<file path="src/rtl/lcd_pkg.sv">
// Shared LCD definitions for the panel write path and the sequencers that feed it.
//  - 9-bit word format {dc, byte}: bit8 selects command (0) or parameter/pixel data (1).
//  - RGB565 colour constants used by the clear/show-picture sequencers.
//  - Panel command opcodes for column/row address set and memory write.
package lcd_pkg;

  localparam logic        LCD_CMD = 1'b0;
  localparam logic        LCD_DAT = 1'b1;
  localparam int unsigned DC_BIT  = 8;

  localparam logic [15:0] RGB_WHITE = 16'hFFFF;
  localparam logic [15:0] RGB_BLACK = 16'h0000;
  localparam logic [15:0] RGB_RED   = 16'hF800;
  localparam logic [15:0] RGB_GREEN = 16'h07E0;
  localparam logic [15:0] RGB_BLUE  = 16'h001F;

  localparam logic [7:0] CMD_CASET = 8'h2A;
  localparam logic [7:0] CMD_RASET = 8'h2B;
  localparam logic [7:0] CMD_RAMWR = 8'h2C;

  function automatic logic [8:0] lcd_word(input logic dc, input logic [7:0] b);
    return {dc, b};
  endfunction

endpackage

</file>
<file path="src/rtl/lcd_write.sv">
// lcd_write: serialises one 9-bit LCD word {dc, byte} onto the panel's 4-wire SPI
// bus (mode 0, MSB first), then pulses wr_done for one cycle.
// Ports:
//  sys_clk   - system clock, rising edge
//  sys_rst_n - asynchronous active-low reset
//  data      - word to send, sampled only on accept
//  en_write  - level request, honoured only while idle
//  wr_done   - one-cycle pulse once the word is shifted and CS released
//  busy      - high from the accept edge until the post-word gap ends
//  lcd_cs    - chip select, active low
//  lcd_dc    - data/command select, updated only on accept
//  lcd_sclk  - SPI clock, idle low
//  lcd_mosi  - serial data, changes only on SCLK falling edges
module lcd_write
  import lcd_pkg::*;
#(
  parameter int unsigned SCK_HALF = 2,
  parameter int unsigned IDLE_GAP = 4
) (
  input  logic       sys_clk,
  input  logic       sys_rst_n,
  input  logic [8:0] data,
  input  logic       en_write,
  output logic       wr_done,
  output logic       busy,
  output logic       lcd_cs,
  output logic       lcd_dc,
  output logic       lcd_sclk,
  output logic       lcd_mosi
);

  localparam int unsigned CNT_MAX = (SCK_HALF > IDLE_GAP) ? SCK_HALF : IDLE_GAP;
  localparam int unsigned CW      = $clog2(CNT_MAX + 1);
  localparam logic [CW-1:0] HALF_LAST = CW'(SCK_HALF - 1);
  localparam logic [CW-1:0] GAP_LAST  = CW'(IDLE_GAP - 1);

  typedef enum logic [5:0] {
    S_IDLE  = 6'b000001,
    S_SETUP = 6'b000010,
    S_SHIFT = 6'b000100,
    S_HOLD  = 6'b001000,
    S_DONE  = 6'b010000,
    S_GAP   = 6'b100000
  } state_e;

  state_e        state_q, state_d;
  logic [CW-1:0] cnt_q, cnt_d;
  logic [2:0]    bit_q, bit_d;
  logic          ph_q, ph_d;
  logic [7:0]    shreg_q, shreg_d;
  logic          dc_q, dc_d;
  logic          cs_q, cs_d;
  logic          sclk_q, sclk_d;
  logic          mosi_q, mosi_d;
  logic          wr_done_q, wr_done_d;
  logic          busy_q, busy_d;
  logic          on_bus;

  // Next-state, counters and shift register.
  always_comb begin
    state_d = state_q;
    cnt_d   = cnt_q;
    bit_d   = bit_q;
    ph_d    = ph_q;
    shreg_d = shreg_q;
    dc_d    = dc_q;
    case (state_q)
      S_IDLE: begin
        if (en_write) begin
          shreg_d = data[7:0];
          dc_d    = data[DC_BIT];
          cnt_d   = '0;
          state_d = S_SETUP;
        end
      end
      S_SETUP: begin
        if (cnt_q == HALF_LAST) begin
          cnt_d   = '0;
          ph_d    = 1'b0;
          bit_d   = '0;
          state_d = S_SHIFT;
        end else begin
          cnt_d = cnt_q + CW'(1);
        end
      end
      S_SHIFT: begin
        if (cnt_q == HALF_LAST) begin
          cnt_d = '0;
          if (!ph_q) begin
            ph_d = 1'b1;
          end else begin
            // End of the high half: advance data on the falling edge.
            ph_d    = 1'b0;
            shreg_d = {shreg_q[6:0], 1'b0};
            bit_d   = bit_q + 3'd1;
            if (bit_q == 3'd7) state_d = S_HOLD;
          end
        end else begin
          cnt_d = cnt_q + CW'(1);
        end
      end
      S_HOLD: begin
        if (cnt_q == HALF_LAST) begin
          cnt_d   = '0;
          state_d = S_DONE;
        end else begin
          cnt_d = cnt_q + CW'(1);
        end
      end
      S_DONE: begin
        cnt_d   = '0;
        state_d = S_GAP;
      end
      S_GAP: begin
        if (cnt_q == GAP_LAST) begin
          cnt_d   = '0;
          state_d = S_IDLE;
        end else begin
          cnt_d = cnt_q + CW'(1);
        end
      end
      default: state_d = S_IDLE;
    endcase
  end

  // Pin outputs are registered from the current state, so they trail the state
  // register by one cycle; this gives the 18*SCK_HALF+1 accept-to-wr_done latency.
  // busy is taken from the next state so it rises on the accept edge itself.
  always_comb begin
    on_bus    = (state_q == S_SETUP) || (state_q == S_SHIFT) || (state_q == S_HOLD);
    cs_d      = ~on_bus;
    sclk_d    = (state_q == S_SHIFT) && ph_q;
    mosi_d    = on_bus ? shreg_q[7] : 1'b0;
    wr_done_d = (state_q == S_DONE);
    busy_d    = (state_d != S_IDLE);
  end

  always_ff @(posedge sys_clk or negedge sys_rst_n) begin
    if (!sys_rst_n) begin
      state_q   <= S_IDLE;
      cnt_q     <= '0;
      bit_q     <= '0;
      ph_q      <= 1'b0;
      shreg_q   <= '0;
      dc_q      <= 1'b0;
      cs_q      <= 1'b1;
      sclk_q    <= 1'b0;
      mosi_q    <= 1'b0;
      wr_done_q <= 1'b0;
      busy_q    <= 1'b0;
    end else begin
      state_q   <= state_d;
      cnt_q     <= cnt_d;
      bit_q     <= bit_d;
      ph_q      <= ph_d;
      shreg_q   <= shreg_d;
      dc_q      <= dc_d;
      cs_q      <= cs_d;
      sclk_q    <= sclk_d;
      mosi_q    <= mosi_d;
      wr_done_q <= wr_done_d;
      busy_q    <= busy_d;
    end
  end

  assign wr_done  = wr_done_q;
  assign busy     = busy_q;
  assign lcd_cs   = cs_q;
  assign lcd_dc   = dc_q;
  assign lcd_sclk = sclk_q;
  assign lcd_mosi = mosi_q;

endmodule

</file>
<file path="config.mk">
export PLATFORM = sky130hd
export DESIGN_NAME = lcd_write
export DESIGN_NICKNAME = d
export VERILOG_FILES = /design/src/rtl/lcd_pkg.sv /design/src/rtl/lcd_write.sv
export SDC_FILE = /design/constraint.sdc
export NUM_CORES = 1
export LEC_CHECK = 0
export CAP_MARGIN = 5
export CORE_MARGIN = 8
export CORE_UTILIZATION = 45
export CTS_BUF_LIST = sky130_fd_sc_hd__clkbuf_2
export DETAILED_ROUTE_END_ITERATION = 8
export PLACE_DENSITY = 0.7
export REMOVE_ABC_BUFFERS = 1
export SLEW_MARGIN = 20
export SYNTH_ARGS = -nofsm -noshare
export SYNTH_HDL_FRONTEND = slang
export SYNTH_SLANG_ARGS = --single-unit
export TNS_END_PERCENT = 5
</file>
<file path="constraint.sdc">
create_clock -name sys_clk -period 2.8 [get_ports sys_clk]
set_clock_uncertainty 0.1 [all_clocks]
set_input_delay 0.28 -clock sys_clk [delete_from_list [all_inputs] [get_ports sys_clk]]
set_output_delay 0.28 -clock sys_clk [all_outputs]
set_load 0.005 [all_outputs]
</file>
==> impl_results.md, run 1 <==
- Max VDD drop: about 310 µV
- Initial core utilization: 0.4740
- Die area: 5320 µm²
- Worst endpoint required time: 2980 ps
- Endpoints failing hold: 0
- Worst r2r dst: shreg_q[2]
- Post-CTS Setup Bufs: 0
- Crit path buf inv count: 0
- DP HPWL: 2370 µm
- Post-route total power: 1.342 mW
- Leak: roughly 0.77 nW
- Post-synth ARST share: 1.000
- Min-Delay Path Class: in -> async
- Die X: approximately 73 µm
- Internal power: between 0.8 and 0.9 mW
- Mapped Area: ~1500 µm²
- Layout cell share with drive strength beyond 1: 0.1757
- Largest net degree at the start of global routing: 16
- Sw Pwr: between 0.4 and 0.5 mW
- Iteration-0 DRC Markers: 33
- Yosys reg bits: 27
- Critical-path top delay cell: or4_1
- Cts hold-fix bufs: 0
- WL per Instance: 15.72 µm
- Vias in the first global route: 1,096
- Core ar.: around 3100 µm²
- GRT Util Overall: 0.1205
- Critical path startpoint: state_q[5]
- Final Critical Period: between 2000 and 2500 ps
- Remaining global-route overflow: 0
- DR pass1 iterations: 4
- Setup tns final: 0 ps
- Outcome: finished, final reports clean
- Routability cong.: 0.9110
- Worst-Margin Slew: slightly below 600 ps
- Arr. time, crit path: approximately 2400 ps
- Stages on the worst setup path: 4
- H-tree depth: 1
- Crit-path max FO: 8
- Worst setup SP type: register
- DIE HEIGHT: between 70 and 80 µm
- CP endpoint: shreg_q[2]
- Comb pwr share: 0.421
- Max_cap viols: 0
- Part of the power in the clock network: 0.112
- Routed Antenna Nets: 0
- I/O pin cnt: 18
- Reg2Reg Launch Point: state_q[5]
- Count of cell types in the netlist: 39
- Delay-heaviest family, CP: simple AND/OR/NAND/NOR gates
- Clock net sink count: 27
- Post-CTS Resized: 0
- CTS root buffer: clkbuf_2
- Total placed cells including tap cells: about 190
- Setup slack, reg-to-reg: about 580 ps
- Switching Share: 0.3597
- Nets: 167
- CTS buffer count: 3
- Finished Layout Cells: 192
- Critical path type: reg -> reg
- Yosys Warn Count: 0
- Part of the power in registers: 0.467
- Count of final setup violators: 0
- Initial antenna violation count: 0
- Max transition margin: 0.6126
- Part of the cycle the worst path needs: 0.7920
- Ant. Diodes: 0
- Post-synthesis sequential area ratio: 0.4648
- Mean Syn Cell Area: approximately 11 µm²
- FP Rows: 20
- Pwr Density: roughly 800 nW/µm²
- Final Slew Violations: 0
- Clk_lat worst skew: between 300 and 400 ps
- TritonCTS clock tree: yes
- Crit. End Element: register
- Final wirelength: ~3000 µm
- Top_reg_cell synth: dfrtp_1
- Post-DR vias/cell: roughly 5.6
- R2R depth: 4
- Layout Utilization: 0.5467
- RSZ-0062 raised after global routing: no
- CTS clock-pin slew for the worst setup and hold paths: ~260 ps
- Bufs on Longest Clock Path: 2
- Post-synth EDFFs: 0
- Port Buf Inserts: 17
- Area Growth Syn to Fin: 15.35%
- Via count: 1,066
- DRC errors left: 0
- Syn Inst Count: between 100 and 150
- Largest stage delay, worst path: between 600 and 700 ps
- Fmax: about 450 MHz
- First-pass GRT wire length: about 5100 µm
- Cells along the critical path: or4_1 -> nor3_2 -> o22a_2 -> mux2_4
power by group through the flow:
stage / logic [mW] / clock network [mW] / registers [mW]
2_1_floorplan: 0.408 / 0 / 0.605
3_3_place_gp: 0.561 / 0 / 0.624
3_5_place_dp: 0.570 / 0 / 0.636
4_1_cts: 0.573 / 0.155 / 0.627
5_1_grt: 0.625 / 0.168 / 0.643
6_report: 0.565 / 0.150 / 0.627
sequential cells by signal, summed over array words and instances (netlist names):
signal and flops:
bit_q 3, lcd_dc 1, shreg_q 8, lcd_cs 1, cnt_q 3, lcd_mosi 1
ph_q 1, busy 1, state_q 6, lcd_sclk 1, wr_done 1
cell usage in the layout (no fill, tap or decap), types with 2 or more instances in the layout:
cell,n
dfrtp_1,25
dfstp_2,2
nand2_1,5
nand3_1,2
nor2_1,6
mux2_4,6
nand2b_1,3
nand3b_1,2
xor2_1,2
a31oi_1,3
a21o_1,2
a41oi_1,2
ha_1,6
clkdlybuf4s50_1,17
mux2i_1,2
inv_1,9
nor3_1,5
clkbuf_2,3
mux2_2,8
a22o_1,3
o21ai_0,7
nor4b_1,3
nor2b_1,4
buf_4,3
nand4b_1,2
area by class of cell:
class / count / area (µm²)
Timing Repair Buffer: 20 / 192.7
Inverter: 9 / 33.78
Multi-Input combinational cell: 88 / 703.2
Fill cell: 284 / 1395
Tap cell: 44 / 55.05
Sequential cell: 27 / 678.2
Clock buffer: 3 / 15.01
Clock inverter: 1 / 5.005
worst min-delay path by stage:
stage / from / end / slack [ps] / cells after the start
2_1_floorplan: sys_rst_n / bit_q[0] / -120 / 0
3_3_place_gp: shreg_q[7] / lcd_mosi / 380 / 2
3_5_place_dp: bit_q[1] / bit_q[1] / 400 / 1
4_1_cts: sys_rst_n / shreg_q[5] / 160 / 1
5_1_grt: sys_rst_n / shreg_q[5] / 160 / 1
6_report: sys_rst_n / state_q[2] / 130 / 1
logic make-up (layout without fill, tap and decap cells):
group           Yosys count  in the layout  synth area share
compound gates           26             26            0.1278
xor+xnor                  2              2           0.01201
fa+ha+maj                 6              6           0.05146
buf+inv                  14             33           0.05317
flops                    27             27            0.4648
mux                      16             16            0.1372
simple gates             38             38            0.1535
stage by stage:
stage	setup slack (ps)	instance area [µm²]	hold slack, ps
after global routing	489.4	1683	155.7
after global placement	582.1	1663	383.2
after floorplan	784.0	1415	-115.6
final	582.3	1683	130.1
after CTS	595.9	1683	156.1
after detailed placement	630.8	1663	396.8
cells in the mapped netlist (all sizes together), types with 3 or more instances:
library cell	number	area, µm²
nor3	6	35.03
inv	9	33.78
nand2	5	18.77
a22o	3	26.28
o21ai	7	35.03
a31oi	3	18.77
nor2b	4	25.02
nand2b	3	18.77
nor2	6	22.52
buf	5	43.79
mux2	14	180.2
ha	6	75.07
dfrtp	25	625.6
nor4b	3	26.28
per-layer routing:
layer / vias to the layer above / track usage / share of wire / routed length (µm)
met5: - / 0 / 0 / 0
li1: 511 / - / - / -
met4: 0 / 0.04667 / 0.012 / 37
met3: 5 / 0.02747 / 0.046 / 138
met2: 25 / 0.2078 / 0.52 / 1562
met1: 525 / 0.1402 / 0.42 / 1279
Note: power is estimated with default switching activity, not from simulation.
==> inputs of run 2 (changes only) <==
Clock period 2.8 ns to 2.1 ns, I/O delays scaled along.
==> impl_results.md, run 2 (synthesis gave the netlist of run 1 again) <==
- Routed Antenna Nets: 0
- DIE HEIGHT: between 70 and 80 µm
- Clock net sink count: 27
- CTS buffer count: 3
- DRC errors left: 0
- Setup ws final: roughly 57 ps
- Reg2Reg Launch Point: state_q[5]
- Count of final setup violators: 0
- Largest register FFs: 8
- Crit-path max FO: 8
- Initial core utilization: 0.4740
- Vias in the first global route: 1,102
- Final Slew Violations: 0
- Max transition margin: 0.6854
- Fin area: 1764 µm²
- Layout cell share with drive strength beyond 1: 0.2372
- Largest registers: shreg_q (8), state_q (6)
- Nets: around 180
- Min-Delay Path Class: in -> async
- Clk_lat worst skew: around 340 ps
- Critical path type: reg -> reg
- H-tree depth: 1
- Largest net degree at the start of global routing: 28
- Worst endpoint required time: between 2000 and 2500 ps
- Outcome: finished, final reports clean
- Initial antenna violation count: 0
- Commonest non-fill, non-tap cell in the layout: dfrtp_1
- Bufs on Longest Clock Path: 2
- FP Rows: 20
- Pwr Density: approximately 1100 nW/µm²
- Most flops, register: shreg_q
- Worst-Margin Slew: about 470 ps
- Setup slack, reg-to-reg: approximately 57 ps
- RSZ-0062 raised after global routing: no
- Worst r2r dst: shreg_q[2]
- Port Buf Inserts: 17
- CTS root buffer: clkbuf_2
- Layout fillers: 289
- Via count: 1,081
- WL per Instance: ~15 µm
- DR pass1 iterations: 4
- Cts hold-fix bufs: 0
- Ant. Diodes: 0
- Setup tns final: 0 ps
- Crit. End Element: register
- Remaining global-route overflow: 0
- Endpoints failing hold: 0
- Die X: between 70 and 80 µm
- Area Growth Syn to Fin: 20.93%
- Arr. time, crit path: 2200 ps
- I/O pin cnt: 18
- Routability cong.: a little over 0.8
- Placement Cell Area: between 1500 and 2000 µm²
- Max VDD drop: 400.3 µV
- CTS clock-pin slew for the worst setup and hold paths: 240 ps
- Die area: between 5000 and 6000 µm²
- Final wirelength: slightly below 3000 µm
- Iteration-0 DRC Markers: 36
- Worst slack, placed: just under 50 ps
- Max_cap viols: 0
- Part of the cycle the worst path needs: 0.9727
- GRT Util Overall: 0.1158
- R2R depth: 4
- Most frequent cells in the layout: dfrtp_1, clkdlybuf4s50_1, buf_4
- DP HPWL: around 2300 µm
- Final Critical Period: roughly 2000 ps
- Worst setup SP type: register
- Post-DR vias/cell: about 5.4
- Post-route total power: about 1.9 mW
- TritonCTS clock tree: yes
- First-pass GRT wire length: between 4000 and 5000 µm
- Leak: ~0.81 nW
- Fmax: roughly 490 MHz
- Core ar.: 3078 µm²
## run 2: cell count changes in the layout (fill, tap and decap cells not counted)
| cell | previous run | this run |
|---|---|---|
| or2b_4 | 0 | 1 |
| nor4_1 | 1 | 0 |
| nor4b_1 | 3 | 1 |
| buf_4 | 3 | 11 |
| nor4b_2 | 0 | 2 |
| nor4_2 | 0 | 1 |
| clkbuf_2 | 3 | 4 |
| or2b_2 | 1 | 0 |
| clkinv_2 | 1 | 0 |
## run 2: metrics by stage
| step | util | hold slack, ps | std cells |
|---|---|---|---|
| after floorplan | - | -185.6 | 124 |
| final | 0.5732 | 82.53 | 200 |
| after global routing | 0.5732 | 95.30 | 200 |
| after detailed placement | 0.5598 | 384.5 | 196 |
| after global placement | 0.5598 | 382.6 | 196 |
| after CTS | 0.5663 | 92.54 | 200 |
## run 2: cell type report
class	instances	area (µm²)	share of cell area
multi-input cells	88	724.4	0.4106
well taps	44	55.05	0.03121
inverters	9	33.78	0.01915
flip-flops and latches	27	678.2	0.3844
clock buffers	4	20.02	0.01135
repair buffers	28	252.7	0.1433
## run 2: report_power, final
group | total [mW] | switching [mW] | internal, mW | leakage (nW)
Clock | 0.195 | 0.145 | 0.0503 | 0.0166
Combinational | 0.848 | 0.372 | 0.476 | 0.451
Sequential | 0.825 | 0.134 | 0.691 | 0.346
## run 2: critical path, stage by stage, from the launching register on
cell     delay (ps)
dfrtp_1         490
or4_1           570
nor3_2          170
o22a_2          300
mux2_4          330
## run 2: what timing repair did
item / in CTS / in global routing
resized for setup: 0 / 4
setup buffers: 0 / 0
setup endpoints to repair: 0 / 11
## run 2: how the worst max path moves through the flow
stage | slack (ps) | start | to | cells after the start
2_1_floorplan | 80 | state_q[5] | shreg_q[1] | 4
3_3_place_gp | 100 | cnt_q[1] | shreg_q[2] | 6
3_5_place_dp | 50 | cnt_q[1] | shreg_q[1] | 6
4_1_cts | 20 | cnt_q[1] | shreg_q[2] | 6
5_1_grt | 9 | state_q[5] | shreg_q[2] | 4
6_report | 60 | state_q[5] | shreg_q[2] | 4
## run 2: per-layer routing
metal  global-route usage  wire, µm  part of all wire  vias up
met5                    0         0                 0        -
met4              0.03778         7            0.0024        0
met2               0.2058      1501              0.51       11
met1               0.1343      1352              0.46      540
li1                     -         -                 -      528
met3              0.02335        68             0.023        2
==> inputs of run 3 (changes only) <==
Settings changed: RECOVER_POWER set to 50.
==> impl_results.md, run 3 (synthesis gave the netlist of run 1 again) <==
- Outcome: finished, final reports clean
- CTS clock-pin slew for the worst setup and hold paths: approximately 240 ps
- Crit-path max FO: 8
- Layout cell share with drive strength beyond 1: 0.2308
- Nets: roughly 180
- Max transition margin: 0.03304
- Worst endpoint required time: roughly 2300 ps
- Final Slew Violations: 0
- Worst setup SP type: register
- Critical-path top delay cell: or4_1
- Clock net sink count: 27
- DIE HEIGHT: about 73 µm
- Largest registers: shreg_q (8), state_q (6)
- Most frequent cells in the layout: dfrtp_1, clkdlybuf4s50_1, buf_4
- Crit. End Element: register
- Initial core utilization: 0.4740
- GRT Util Overall: 0.1158
- Initial antenna violation count: 0
- Largest net degree at the start of global routing: 28
- Ant. Diodes: 0
- TritonCTS clock tree: yes
- Max_cap viols: 0
- Final wirelength: about 2900 µm
- Final Critical Period: 2043 ps
- Via count: 1,081
- Fmax: slightly below 500 MHz
- Leak: around 0.8 nW
- Remaining global-route overflow: 0
- H-tree depth: 1
- Count of final setup violators: 0
- Critical path type: reg -> reg
- Worst hold slack: a little over 300 ps
- Port Buf Inserts: 17
- Commonest non-fill, non-tap cell in the layout: dfrtp_1
- Routability cong.: 0.8151
- Part of the cycle the worst path needs: 0.9727
- Largest stage delay, worst path: approximately 570 ps
- Max VDD drop: about 400 µV
- Pwr Density: roughly 1100 nW/µm²
- First-pass GRT wire length: 4905 µm
- I/O pin cnt: 18
- Post-DR vias/cell: 5.405
- RSZ-0062 raised after global routing: no
- Bufs on Longest Clock Path: 2
- Iteration-0 DRC Markers: 36
- CTS root buffer: clkbuf_2
- DRC errors left: 0
- Most flops, register: shreg_q
- Min-Delay Path Class: in -> reg
- Clk_lat worst skew: about 340 ps
- Core ar.: between 3000 and 4000 µm²
- CTS buffer count: 3
- WL per Instance: about 15 µm
- DP HPWL: approximately 2300 µm
- Endpoints failing hold: 0
- Worst slack, placed: about 49 ps
- Die X: around 73 µm
- Largest register FFs: 8
- Cells along the critical path: or4_1 -> nor3_2 -> o22a_2 -> mux2_4
- Post-CTS Setup Bufs: 0
- Fin area: around 1800 µm²
- Placement Cell Area: about 1700 µm²
- Area Growth Syn to Fin: 20.67%
- Setup tns final: 0 ps
- Routed Antenna Nets: 0
- Arr. time, crit path: 2200 ps
- Post-route total power: around 1.9 mW
- Die area: ~5300 µm²
- Worst-Margin Slew: about 1500 ps
- Vias in the first global route: 1,102
- Crit path buf inv count: 0
- Delay-heaviest family, CP: simple AND/OR/NAND/NOR gates
- Setup ws final: about 57 ps
- FP Rows: 20
- DR pass1 iterations: 4
## run 3: final timing paths
kind | cells after the start | slack (ps) | startpoint | end
setup / recovery | 4 | 60 | state_q[5] | shreg_q[2]
hold / removal | 3 | 310 | data[0] | shreg_q[0]
setup reg to reg | 4 | 60 | state_q[5] | shreg_q[2]
hold reg to reg | 2 | 420 | shreg_q[7] | lcd_mosi
max in group asynchronous | 2 | 470 | sys_rst_n | shreg_q[1]
min in group asynchronous | 2 | 580 | sys_rst_n | cnt_q[2]
## run 3: layer usage
layer  GRT usage  up-vias  share of wire
met5           0        -              0
met4     0.03778        0         0.0024
met3     0.02335        2          0.023
met2      0.2058       11           0.51
met1      0.1343      540           0.46
li1            -      528              -
## run 3: worst register-to-register path, delay by kind of cell, from the launching register on
kind               cells  cell delay [ps]
and+or+nand+nor        2              740
muxes                  1              330
DFF                    1              490
AOI/OAI and AO/OA      1              300
## run 3: report_power, final
| part | internal [mW] | leakage (nW) | switching, mW |
|---|---|---|---|
| Clock | 0.0503 | 0.0166 | 0.145 |
| Sequential | 0.691 | 0.346 | 0.134 |
| Combinational | 0.475 | 0.448 | 0.372 |
## run 3: cell type report
cell class,count,area [µm²]
clock buffers,4,20.02
fillers,288,1318
inverters,9,33.78
multi-input cells,88,724.4
flip-flops and latches,27,678.2
well taps,44,55.05
repair buffers,28,249.0
## run 3: stage by stage
stage | instances | utilization
after floorplan | 124 | -
after global placement | 196 | 0.5598
after detailed placement | 196 | 0.5598
after CTS | 200 | 0.5663
after global routing | 200 | 0.5720
final | 200 | 0.5720
## run 3: repair_timing
item,4_1_cts,5_1_grt
gates resized for setup,0,4
hold buffers,0,0
endpoints found under the setup margin,0,11
